## src/rtl/uart_rx_port_pkg.sv

```systemverilog
// Shared definitions for the UART receive port: FSM states and status bit positions.
package uart_pkg;

  typedef enum logic [2:0] {
    IDLE,
    START,
    DATA,
    STOP,
    BREAK
  } state_t;

  localparam int unsigned ST_VALID    = 0;
  localparam int unsigned ST_OVERRUN  = 1;
  localparam int unsigned ST_FRAMEERR = 2;

endpackage

```

## src/rtl/uart_rx_port_if.sv

```systemverilog
// CPU-side view of the UART receive port: serial line, consume strobe, data and status.
interface uart_rx_port_if;
  logic       rx;
  logic       rd_ack;
  logic [7:0] data_out;
  logic [7:0] status_out;
  logic       busy;

  modport master (
    output rx,
    output rd_ack,
    input  data_out,
    input  status_out,
    input  busy
  );

  modport slave (
    input  rx,
    input  rd_ack,
    output data_out,
    output status_out,
    output busy
  );
endinterface

```

## src/rtl/uart_rx_port_sync_chain.sv

```systemverilog
// Multi-flop synchronizer for asynchronous inputs; flops reset to RESET_VAL.
module sync_chain #(
  parameter int unsigned       WIDTH     = 1,
  parameter int unsigned       STAGES    = 2,
  parameter logic [WIDTH-1:0]  RESET_VAL = '0
) (
  input  logic             clk,
  input  logic             rst,
  input  logic [WIDTH-1:0] d,
  output logic [WIDTH-1:0] q
);

  logic [WIDTH-1:0] stage [STAGES];

  always_ff @(posedge clk or posedge rst) begin
    if (rst) begin
      for (int unsigned i = 0; i < STAGES; i++) stage[i] <= RESET_VAL;
    end else begin
      stage[0] <= d;
      for (int unsigned i = 1; i < STAGES; i++) stage[i] <= stage[i-1];
    end
  end

  assign q = stage[STAGES-1];

endmodule

```

## src/rtl/uart_rx_port.sv

```systemverilog
// 8N1 serial receiver exposing a polled byte/status pair to the CPU input ports.
module uart_rx_port
  import uart_pkg::*;
#(
  parameter int unsigned CLKS_PER_BIT = 16,
  parameter int unsigned SYNC_STAGES  = 2
) (
  input  logic           clk,
  input  logic           reset,
  uart_rx_port_if.slave  bus
);

  localparam int unsigned     BW   = $clog2(CLKS_PER_BIT);
  localparam logic [BW-1:0]   HALF = BW'(CLKS_PER_BIT / 2 - 1);
  localparam logic [BW-1:0]   FULL = BW'(CLKS_PER_BIT - 1);
  localparam logic [BW-1:0]   ONE  = BW'(1);

  logic rx_s;

  sync_chain #(
    .WIDTH     (1),
    .STAGES    (SYNC_STAGES),
    .RESET_VAL (1'b1)
  ) u_sync (
    .clk (clk),
    .rst (reset),
    .d   (bus.rx),
    .q   (rx_s)
  );

  state_t        state_q, state_d;
  logic [BW-1:0] baud_q, baud_d;
  logic [2:0]    bit_q, bit_d;
  logic [7:0]    shift_q, shift_d;
  logic [7:0]    data_q, data_d;
  logic          valid_q, valid_d;
  logic          overrun_q, overrun_d;
  logic          ferr_q, ferr_d;
  logic          stop_sample;

  always_ff @(posedge clk or posedge reset) begin
    if (reset) begin
      state_q   <= IDLE;
      baud_q    <= '0;
      bit_q     <= '0;
      shift_q   <= '0;
      data_q    <= '0;
      valid_q   <= 1'b0;
      overrun_q <= 1'b0;
      ferr_q    <= 1'b0;
    end else begin
      state_q   <= state_d;
      baud_q    <= baud_d;
      bit_q     <= bit_d;
      shift_q   <= shift_d;
      data_q    <= data_d;
      valid_q   <= valid_d;
      overrun_q <= overrun_d;
      ferr_q    <= ferr_d;
    end
  end

  always_comb begin
    state_d     = state_q;
    baud_d      = baud_q;
    bit_d       = bit_q;
    shift_d     = shift_q;
    stop_sample = 1'b0;

    unique case (state_q)
      IDLE: begin
        baud_d = '0;
        bit_d  = '0;
        if (!rx_s) state_d = START;
      end
      START: begin
        if (baud_q == HALF) begin
          baud_d  = '0;
          bit_d   = '0;
          state_d = rx_s ? IDLE : DATA;
        end else begin
          baud_d = baud_q + ONE;
        end
      end
      DATA: begin
        if (baud_q == FULL) begin
          baud_d  = '0;
          shift_d = {rx_s, shift_q[7:1]};
          if (bit_q == 3'd7) state_d = STOP;
          else               bit_d   = bit_q + 3'd1;
        end else begin
          baud_d = baud_q + ONE;
        end
      end
      STOP: begin
        if (baud_q == FULL) begin
          baud_d      = '0;
          stop_sample = 1'b1;
          state_d     = rx_s ? IDLE : BREAK;
        end else begin
          baud_d = baud_q + ONE;
        end
      end
      BREAK: begin
        baud_d = '0;
        if (rx_s) state_d = IDLE;
      end
      default: state_d = IDLE;
    endcase
  end

  // A consume strobe is applied first so a same-edge stop sample can override it:
  // a good byte loads over a consumed one, and a framing error always sticks.
  always_comb begin
    data_d    = data_q;
    valid_d   = valid_q;
    overrun_d = overrun_q;
    ferr_d    = ferr_q;

    if (bus.rd_ack && valid_q) begin
      valid_d   = 1'b0;
      overrun_d = 1'b0;
      ferr_d    = 1'b0;
    end

    if (stop_sample) begin
      if (rx_s) begin
        if (!valid_q || bus.rd_ack) begin
          data_d    = shift_q;
          valid_d   = 1'b1;
          overrun_d = 1'b0;
        end else begin
          overrun_d = 1'b1;
        end
      end else begin
        ferr_d = 1'b1;
      end
    end
  end

  always_comb begin
    bus.status_out              = '0;
    bus.status_out[ST_VALID]    = valid_q;
    bus.status_out[ST_OVERRUN]  = overrun_q;
    bus.status_out[ST_FRAMEERR] = ferr_q;
  end

  assign bus.data_out = data_q;
  assign bus.busy     = (state_q != IDLE);

endmodule

```

## src/flat_wrapper.sv

```systemverilog
// flat-port wrapper written by rule: the top's interface ports become plain ports
module uart_rx_port_flat import uart_pkg::*;
#(
  parameter int unsigned CLKS_PER_BIT = 16,
  parameter int unsigned SYNC_STAGES  = 2
)
  (clk, reset, bus_rx, bus_rd_ack, bus_data_out, bus_status_out, bus_busy);
  uart_rx_port_if bus_i ();
  input  logic clk;
  input  logic reset;
  input wire logic [$bits(bus_i.rx)-1:0] bus_rx;
  input wire logic [$bits(bus_i.rd_ack)-1:0] bus_rd_ack;
  output wire logic [$bits(bus_i.data_out)-1:0] bus_data_out;
  output wire logic [$bits(bus_i.status_out)-1:0] bus_status_out;
  output wire logic [$bits(bus_i.busy)-1:0] bus_busy;
  assign bus_i.rx = bus_rx;
  assign bus_i.rd_ack = bus_rd_ack;
  assign bus_data_out = bus_i.data_out;
  assign bus_status_out = bus_i.status_out;
  assign bus_busy = bus_i.busy;
  uart_rx_port #(.CLKS_PER_BIT(CLKS_PER_BIT), .SYNC_STAGES(SYNC_STAGES)) u_core (.clk(clk), .reset(reset), .bus(bus_i));
endmodule
```

## config.mk

```make
export PLATFORM = sky130hd
export DESIGN_NAME = uart_rx_port_flat
export DESIGN_NICKNAME = d
export VERILOG_FILES = /design/src/rtl/uart_rx_port_pkg.sv /design/src/rtl/uart_rx_port_if.sv /design/src/rtl/uart_rx_port_sync_chain.sv /design/src/rtl/uart_rx_port.sv /design/src/flat_wrapper.sv
export SDC_FILE = /design/constraint.sdc
export NUM_CORES = 1
export LEC_CHECK = 0
export CAP_MARGIN = 20
export CORE_ASPECT_RATIO = 0.9
export CORE_MARGIN = 1
export CORE_UTILIZATION = 57
export DETAILED_ROUTE_END_ITERATION = 7
export HOLD_SLACK_MARGIN = 0.08
export PLACE_DENSITY = 0.95
export SLEW_MARGIN = 0
export SYNTH_ARGS = -nofsm -noshare
export SYNTH_HDL_FRONTEND = slang
export SYNTH_SLANG_ARGS = --single-unit
```

## constraint.sdc

```tcl
create_clock -name clk -period 2.6 [get_ports clk]
set_input_delay 0.26 -clock clk [delete_from_list [all_inputs] [get_ports clk]]
set_output_delay 0.26 -clock clk [all_outputs]
set_load 0.02 [all_outputs]
```

Yosys cells after proc, flatten, opt, wreduce, memory -nomap -nowiden. Index checks and enable logic that the tools add are counted.

$add $sub $neg: 2. Equality and inequality tests: 14. Mux-type cells: 29. Reduce and logical (&&, ||, !) cells: 13.

Operators with widths (number): 2-to-1 mux 3 bit (10); case mux 3 bit (5 select lines) (1); 2-to-1 mux 1 bit (13); case mux 4 bit (3 select lines) (1); case mux 3 bit (3 select lines) (1); nonzero test 3 bit (3); 2-to-1 mux 4 bit (2); != test 2 x 1 -> 1 bit, second input constant (4); == test 3 x 2 -> 1 bit, second input constant (2); == test 3 bit, second input constant (2); != test 2 bit, second input constant (3); AND reduction 6 bit (1); adder 4 x 1 -> 4 bit, second input constant (1); == test 4 x 3 -> 1 bit, second input constant (1); == test 4 bit, second input constant (1); AND reduction 4 bit (1); OR reduction 2 bit (2); adder 3 x 1 -> 3 bit, second input constant (1); == test 3 x 1 -> 1 bit, second input constant (1); logical NOT 3 bit (1); AND reduction 3 bit (1); 2-to-1 mux 2 bit (1); AND reduction 2 bit (1); logical AND 1 bit (1); other kinds (2) (2).

Register bits after elaboration: 31. Output and inout bits: 17. Logic and storage cells: 68.

Depth between registers and ports, before layout. Gate-level depths: netlist (run 1).

Word-level depth: 5. Depth in mapped cells: 5. Gate-level depth less buffers: 5.

By module. From an unflattened synthesis (run 1), not the netlist that was laid out.

Cell total of the unflattened synthesis: 133. Area total of the unflattened synthesis: 1508.9 sq um.

Modules (own cells, without submodules): uart_rx_port (times used 1, cells each 130, area an instance 1452.6 sq um, sequential area each 725.7 sq um); sync_chain (times used 1, cells each 3, area an instance 56.3 sq um, sequential area each 52.6 sq um).

Worst setup path after synthesis (run 1). No wires, ideal clock.

Path kind: reg-to-reg. Start: register u_core.bit_q[0]. End: register u_core.bit_q[1]. Arrival time: 1.591 ns. Slack: 0.887 ns. Cell stages (with the launch flop): 6. Buffers on the path: 0. Period minus slack after synthesis: 1.713 ns. Path through: dfrtp_1 -> ha_1 -> ha_1 -> or3b_1 -> or2_1 -> a32o_1.

Longest elaborated chain between the ends: 4.

RTL lines: start, declared (RTL line uart_rx_port.sv:33) `logic [2:0] bit_q, bit_d;`; start signal, assigned (RTL line uart_rx_port.sv:54) `bit_q <= bit_d;`; adder 3 x 1 -> 3 bit (RTL line uart_rx_port.sv:90) `else bit_d = bit_q + 3'd1;`; 2-to-1 mux 3 bit (RTL line uart_rx_port.sv:89) `if (bit_q == 3'd7) state_d = STOP;`; 2-to-1 mux 3 bit (RTL line uart_rx_port.sv:86) `if (baud_q == FULL) begin`; case mux 3 bit (3 select lines) (RTL line uart_rx_port.sv:70) `unique case (state_q)`.

Several ways; a longest one is shown, not always the timed one. The select of a mux whose other input is x is not followed. A chain may end at the register's enable or synchronous reset.

Worst setup path after layout (run 1).
Start: register u_core.state_q[1]. End: output bus_busy.

Longest elaborated chain between the ends: 1.

RTL lines: start, declared (RTL line uart_rx_port.sv:31) `state_t state_q, state_d;`; start signal, assigned (RTL line uart_rx_port.sv:52) `state_q <= state_d;`; nonzero test 3 bit (RTL line uart_rx_port.sv:149) `assign bus.busy = (state_q != IDLE);`; end, declared (RTL line flat_wrapper.sv:15) `output wire logic [$bits(bus_i.busy)-1:0] bus_busy;`.

No other way between the ends.

==> metrics.yaml, run 1 <==
clock-root-buffer: "clkbuf_4"
path_class: "reg -> out"
setup_slack_ps: 582
leakagePower_nw: 0.768
area_growth_pct: 12.3
finalClockSkew_ps: 13.2
yosys.area.top_type: "dfrtp_1"
synth-main-ff-cell: "dfrtp_1"
drt-wirelength-per-cell_um: 16.0
drc: 0
clk_latency_ps: 320
chipWidth_um: 55.7
ys_ff_latch: 31
endpoint_kind: "primary output"
max_freq_mhz: 496
busiest_layer: "met2"
track_usage_pct: 22.0
cts_setup_buffers: 0
grt_max_degree: 32
hold_viol: 0
first_iter_violations: 26
synth_edf_count: 0
power_w: 0.00131
outcome: "finished clean"
synth_seq_area_share_pct: 52.6
worstPathMaxFanout: 11
cp.arrival_ps: 1760
slew_violations: 0
ys_types: 39
htree_levels: 2
yosysMostFrequentCell: "dfrtp_1"
cts_tree: "done"
antenna_found_initial: 0
cts_buffers: 5
fin_nets: 145
cap_violations: 0
fp.dieH_um: 50.3
finalCritPeriodShare_pct: 77.6
dieArea_um2: 2800
wirelength_mm: 2.67
fillCellCount: 178
dp_slack_ps: 689
cts_max_path_buffers: 2
antenna_cells: 0
clkSinkCount: 31
io_pins: 21
core_um2: 2450
numPortBuffers: 15
fp-row-count: 17
vias: 1000
gr-usage-met2_pct: 36.7
crit_chain: "nor2_1 -> nand2_1 -> clkdlybuf4s50_1"
synth_top_area_share_pct: 49.1
ctsResizeCount: 0
rsz0062_at_grt: "false"
start_kind: "flip-flop"
met3_usage_pct: 5.67
hpwl_mm: 1.92
via_per_inst: 5.99
drive_gt1_share_pct: 21.6
syn-instance-count: 125
gr-total-overflow: 0
ant_nets: 0
async_flop_share_pct: 100
ys_top_cells_by_area: "dfrtp_1 49%, mux2_2 12%, buf_4 5.6%, dfstp_2 3.6%, ha_1 2.5%"
ys_warn_count: 0
slowest_delay_ps: 540
setup_tns_ps: 0
finalSetupViolCount: 0
synthTopCellsByCount: "29 x dfrtp_1, 16 x mux2_2, 11 x buf_4, 7 x nand2_1, 6 x o21ai_0"
fin_crit_ps: 2020
first_pass_iters: 4
grt_pass1_wl_mm: 4.53
p_per_area_nw_per_um2: 789
hold_buffers: 0
synth_area_um2: 1480
initial_utilization_pct: 60.5
crit_slowest_cell: "clkdlybuf4s50_1"
avgSynthCellArea_um2: 11.8
cts.clk_slew.worst_paths_ps: 100
place_congestion: 0.809
min_path_type: "in -> async"
ir_drop_mv: 0.592
grt_pass1_vias: 1001
use_met1_pct: 25.7
critPathRequiredTime_ps: 2340
[metal layers]
| layer | part of all wire, % | up-vias |
|---|---|---|
| met1 | 43 | 494 |
| li1 | - | 463 |
| met2 | 51 | 38 |
| met4 | 1.6 | 0 |
| met3 | 5.0 | 5 |
| met5 | 0 | - |
[cells by family (layout without fill, tap and decap cells)]
kind of cell	count (synthesis)	count (layout)	share of synthesized area [%]
muxes	17	17	12.9
AOI/OAI and AO/OA	21	21	10.1
other	1	5	0.254
DFF	31	31	52.6
adders and majority gates	3	3	2.54
and+or+nand+nor	33	33	13.6
xor gates and xnor gates	1	1	0.592
buffers and inverters	18	28	7.44
[worst paths after layout]
check / from / to / slack, ps / depth (start not counted)
setup / recovery: u_core.state_q[1] / bus_busy / 580 / 3
hold / removal: reset / u_core.ferr_q / 310 / 3
setup reg to reg: u_core.baud_q[0] / u_core.bus.data_out[5] / 690 / 4
hold reg to reg: u_core.u_sync.stage[1] / u_core.u_sync.q / 360 / 0
max in group asynchronous: reset / u_core.u_sync.stage[1] / 1970 / 3
min in group clk: bus_rx / u_core.u_sync.stage[1] / 340 / 1
[placed cells by master (no fill, tap or decap), types with 4 or more instances in the layout]
cell type,instances
clkbuf_4,5
clkdlybuf4s50_1,15
conb_1,5
dfrtp_1,29
inv_1,4
mux2_2,16
nand2_1,7
nand3_1,4
nor2_1,4
o21ai_0,6
[where the power goes]
part,switching (W),internal [W],leakage [nW]
Combinational,0.000181,0.000153,0.325
Sequential,0.000115,0.000548,0.404
Clock,0.000155,0.000159,0.0386
[final cells by class]
| type | count | area [um2] | area share (%) |
|---|---|---|---|
| inverters | 4 | 15.0 | 0.904 |
| repair buffers | 16 | 158 | 9.50 |
| multi-input cells | 80 | 606 | 36.5 |
| well taps | 28 | 35.0 | 2.11 |
| clock buffers | 8 | 68.8 | 4.14 |
| flip-flops and latches | 31 | 778 | 46.9 |
[state kept, by name (all words and copies together) (netlist names)]
register,count
u_core.baud_q,4
u_core.overrun_q,1
u_core.ferr_q,1
u_core.u_sync.stage,1
u_core.u_sync.q,1
u_core.shift_q,8
u_core.bit_q,3
u_core.state_q,3
u_core.valid_q,1
u_core.bus.data_out,8
[per-stage QoR]
step / utilization, % / hold slack, ps / std cells / area [um2]
global placement: 65.1 / 345 / 159 / 1590
CTS: 67.9 / 306 / 167 / 1660
detailed placement: 65.1 / 348 / 159 / 1590
global route: 67.9 / 322 / 167 / 1660
floorplan: - / 264 / 129 / 1490
finish: 67.9 / 309 / 167 / 1660
[critical path, delay by kind of cell, from the launching register on]
kind / cells / cell delay (ps)
buffers and inverters: 1 / 540
flip-flops: 1 / 510
AND/OR/NAND/NOR: 2 / 380
No activity file was read; power rests on OpenSTA's default activity.
==> inputs of run 2 (changes only) <==
- CORE_UTILIZATION: 57 -> 48
- PLACE_DENSITY: 0.95 -> 0.86
- clock period: 2.6 -> 1.8 ns (I/O delays scaled with it)
==> run 2 against run 1 <==
Compared with the run above:
- cell count grew 14%
- cell area up 7.2%
- clock power rose by 32%
- utilization decreased by 5.1 points
- highest routed layer unchanged
- sequential share of layout area decreased by 3.0 points
- critical path type is now reg -> reg
- global-route usage down 4.6 points
- wire length fell by 3.3%
- power up 48%
- register-to-register slack lost 650 ps
- setup slack worse by 540 ps
==> metrics.yaml, run 2 (synthesis results as in run 1) <==
cap_violations: 0
p_int_w: 0.00128
setup_tns_ps: 0
p_switching_w: 0.000659
r2r_end: "u_core.bit_q[1]"
drc: 0
wirelength_mm: 2.58
ant_nets: 0
finalSetupViolCount: 0
io_pins: 21
critPathRequiredTime_ps: 2000
power_frac_clock_pct: 21.5
clock-root-buffer: "clkbuf_4"
final_common_cell: "dfrtp_1"
finalCritPeriodShare_pct: 97.6
start_kind: "flip-flop"
timing.rr.start: "u_core.bit_q[0]"
first_pass_iters: 4
initial_utilization_pct: 52.1
min_path_type: "in -> async"
endpoint_kind: "flip-flop"
grt_pass1_vias: 917
path_class: "reg -> reg"
fin_nets: 156
worstPathMaxFanout: 3
max_freq_mhz: 569
track_usage_pct: 17.4
place_congestion: 0.870
leakagePower_nw: 0.819
cts_max_path_buffers: 2
core_um2: 2840
hold_viol: 0
power_frac_comb_pct: 29.8
fp-row-count: 18
slew_violations: 0
finalClockSkew_ps: 21.1
startpoint: "u_core.bit_q[0]"
drive_gt1_share_pct: 30.0
grt_max_degree: 32
htree_levels: 2
final_cell_mix: "27 x dfrtp_1, 16 x mux2_2, 14 x clkdlybuf4s50_1"
grt_pass1_wl_mm: 4.11
via_per_inst: 5.36
switching_share_pct: 34.0
area_growth_pct: 20.4
clk_latency_ps: 330
hpwl_mm: 1.85
r2r_cells: 5
fp.dieH_um: 54.7
post-route-util_pct: 62.7
cts.clk_slew.worst_paths_ps: 100
gr-total-overflow: 0
antenna_cells: 0
chipWidth_um: 60.5
dieArea_um2: 3310
drt-wirelength-per-cell_um: 13.6
fillCellCount: 208
cts_buffers: 5
outcome: "finished clean"
cp.arrival_ps: 1960
rsz0062_at_grt: "false"
antenna_found_initial: 0
p_seq_share_pct: 48.7
hold_buffers: 0
fin_crit_ps: 1760
clkSinkCount: 31
ir_drop_mv: 0.509
r2r_setup_slack_ps: 40
p_per_area_nw_per_um2: 1090
vias: 1018
first_iter_violations: 31
cts_tree: "done"
numPortBuffers: 15
==> run 2: layout make-up <==
cell class,count,area [um2],area share (%)
Tap cell,40,50.0,2.81
Sequential cell,31,781,43.9
Multi-Input combinational cell,80,611,34.3
Clock inverter,1,5.00,0.281
Timing Repair Buffer,27,264,14.8
Inverter,4,15.0,0.843
Clock buffer,7,55.1,3.09
==> run 2: layer usage <==
layer | up-vias | routed length [um] | part of all wire, % | track usage, %
met1 | 504 | 1190 | 46 | 23.4
met5 | - | 0 | 0 | 0
li1 | 490 | - | - | -
met3 | 4 | 105 | 4.1 | 5.67
met2 | 20 | 1250 | 48 | 26.6
met4 | 0 | 33 | 1.3 | 5.68
==> run 2: power by group through the flow <==
stage / Combinational [W] / Clock, W / Sequential, W
detailed placement: 0.000549 / 0 / 0.000950
floorplan: 0.000497 / 0 / 0.000855
finish: 0.000576 / 0.000416 / 0.000943
CTS: 0.000554 / 0.000425 / 0.000939
global route: 0.000646 / 0.000456 / 0.000959
global placement: 0.000521 / 0 / 0.000939
==> run 2: worst max-delay path: stages, from the launching register on <==
cell and delay, ps:
dfrtp_1 390, ha_1 200, ha_2 180, or3b_1 390
or2_1 270, a32o_1 230
==> run 2: worst max path at each step <==
stage | slack [ps] | cells past startpoint | to
2_1_floorplan | 90 | 5 | u_core.bit_q[1]
3_3_place_gp | 60 | 5 | u_core.bit_q[1]
3_5_place_dp | 20 | 5 | u_core.bit_q[1]
4_1_cts | 20 | 5 | u_core.bit_q[1]
5_1_grt | 10 | 5 | u_core.bit_q[1]
6_report | 40 | 5 | u_core.bit_q[1]
==> run 2: repair_timing <==
action                                  CTS  global route
gates cloned                              0             0
pin swaps                                 0             5
buffers inserted                          1             3
endpoints found under the hold margin     0             0
gates resized for setup                   3             2
endpoints found under the setup margin    3            11
==> run 2: stage by stage <==
stage / setup slack (ps) / total power [W] / hold slack, ps / std cells / instance area [um2]
2_1_floorplan: 87.3 / 0.00135 / 184 / 129 / 1490
3_3_place_gp: 59.4 / 0.00146 / 347 / 178 / 1680
3_5_place_dp: 15.7 / 0.00150 / 349 / 178 / 1680
4_1_cts: 18.8 / 0.00192 / 222 / 187 / 1750
5_1_grt: 12.3 / 0.00206 / 274 / 190 / 1780
6_report: 42.8 / 0.00194 / 212 / 190 / 1780
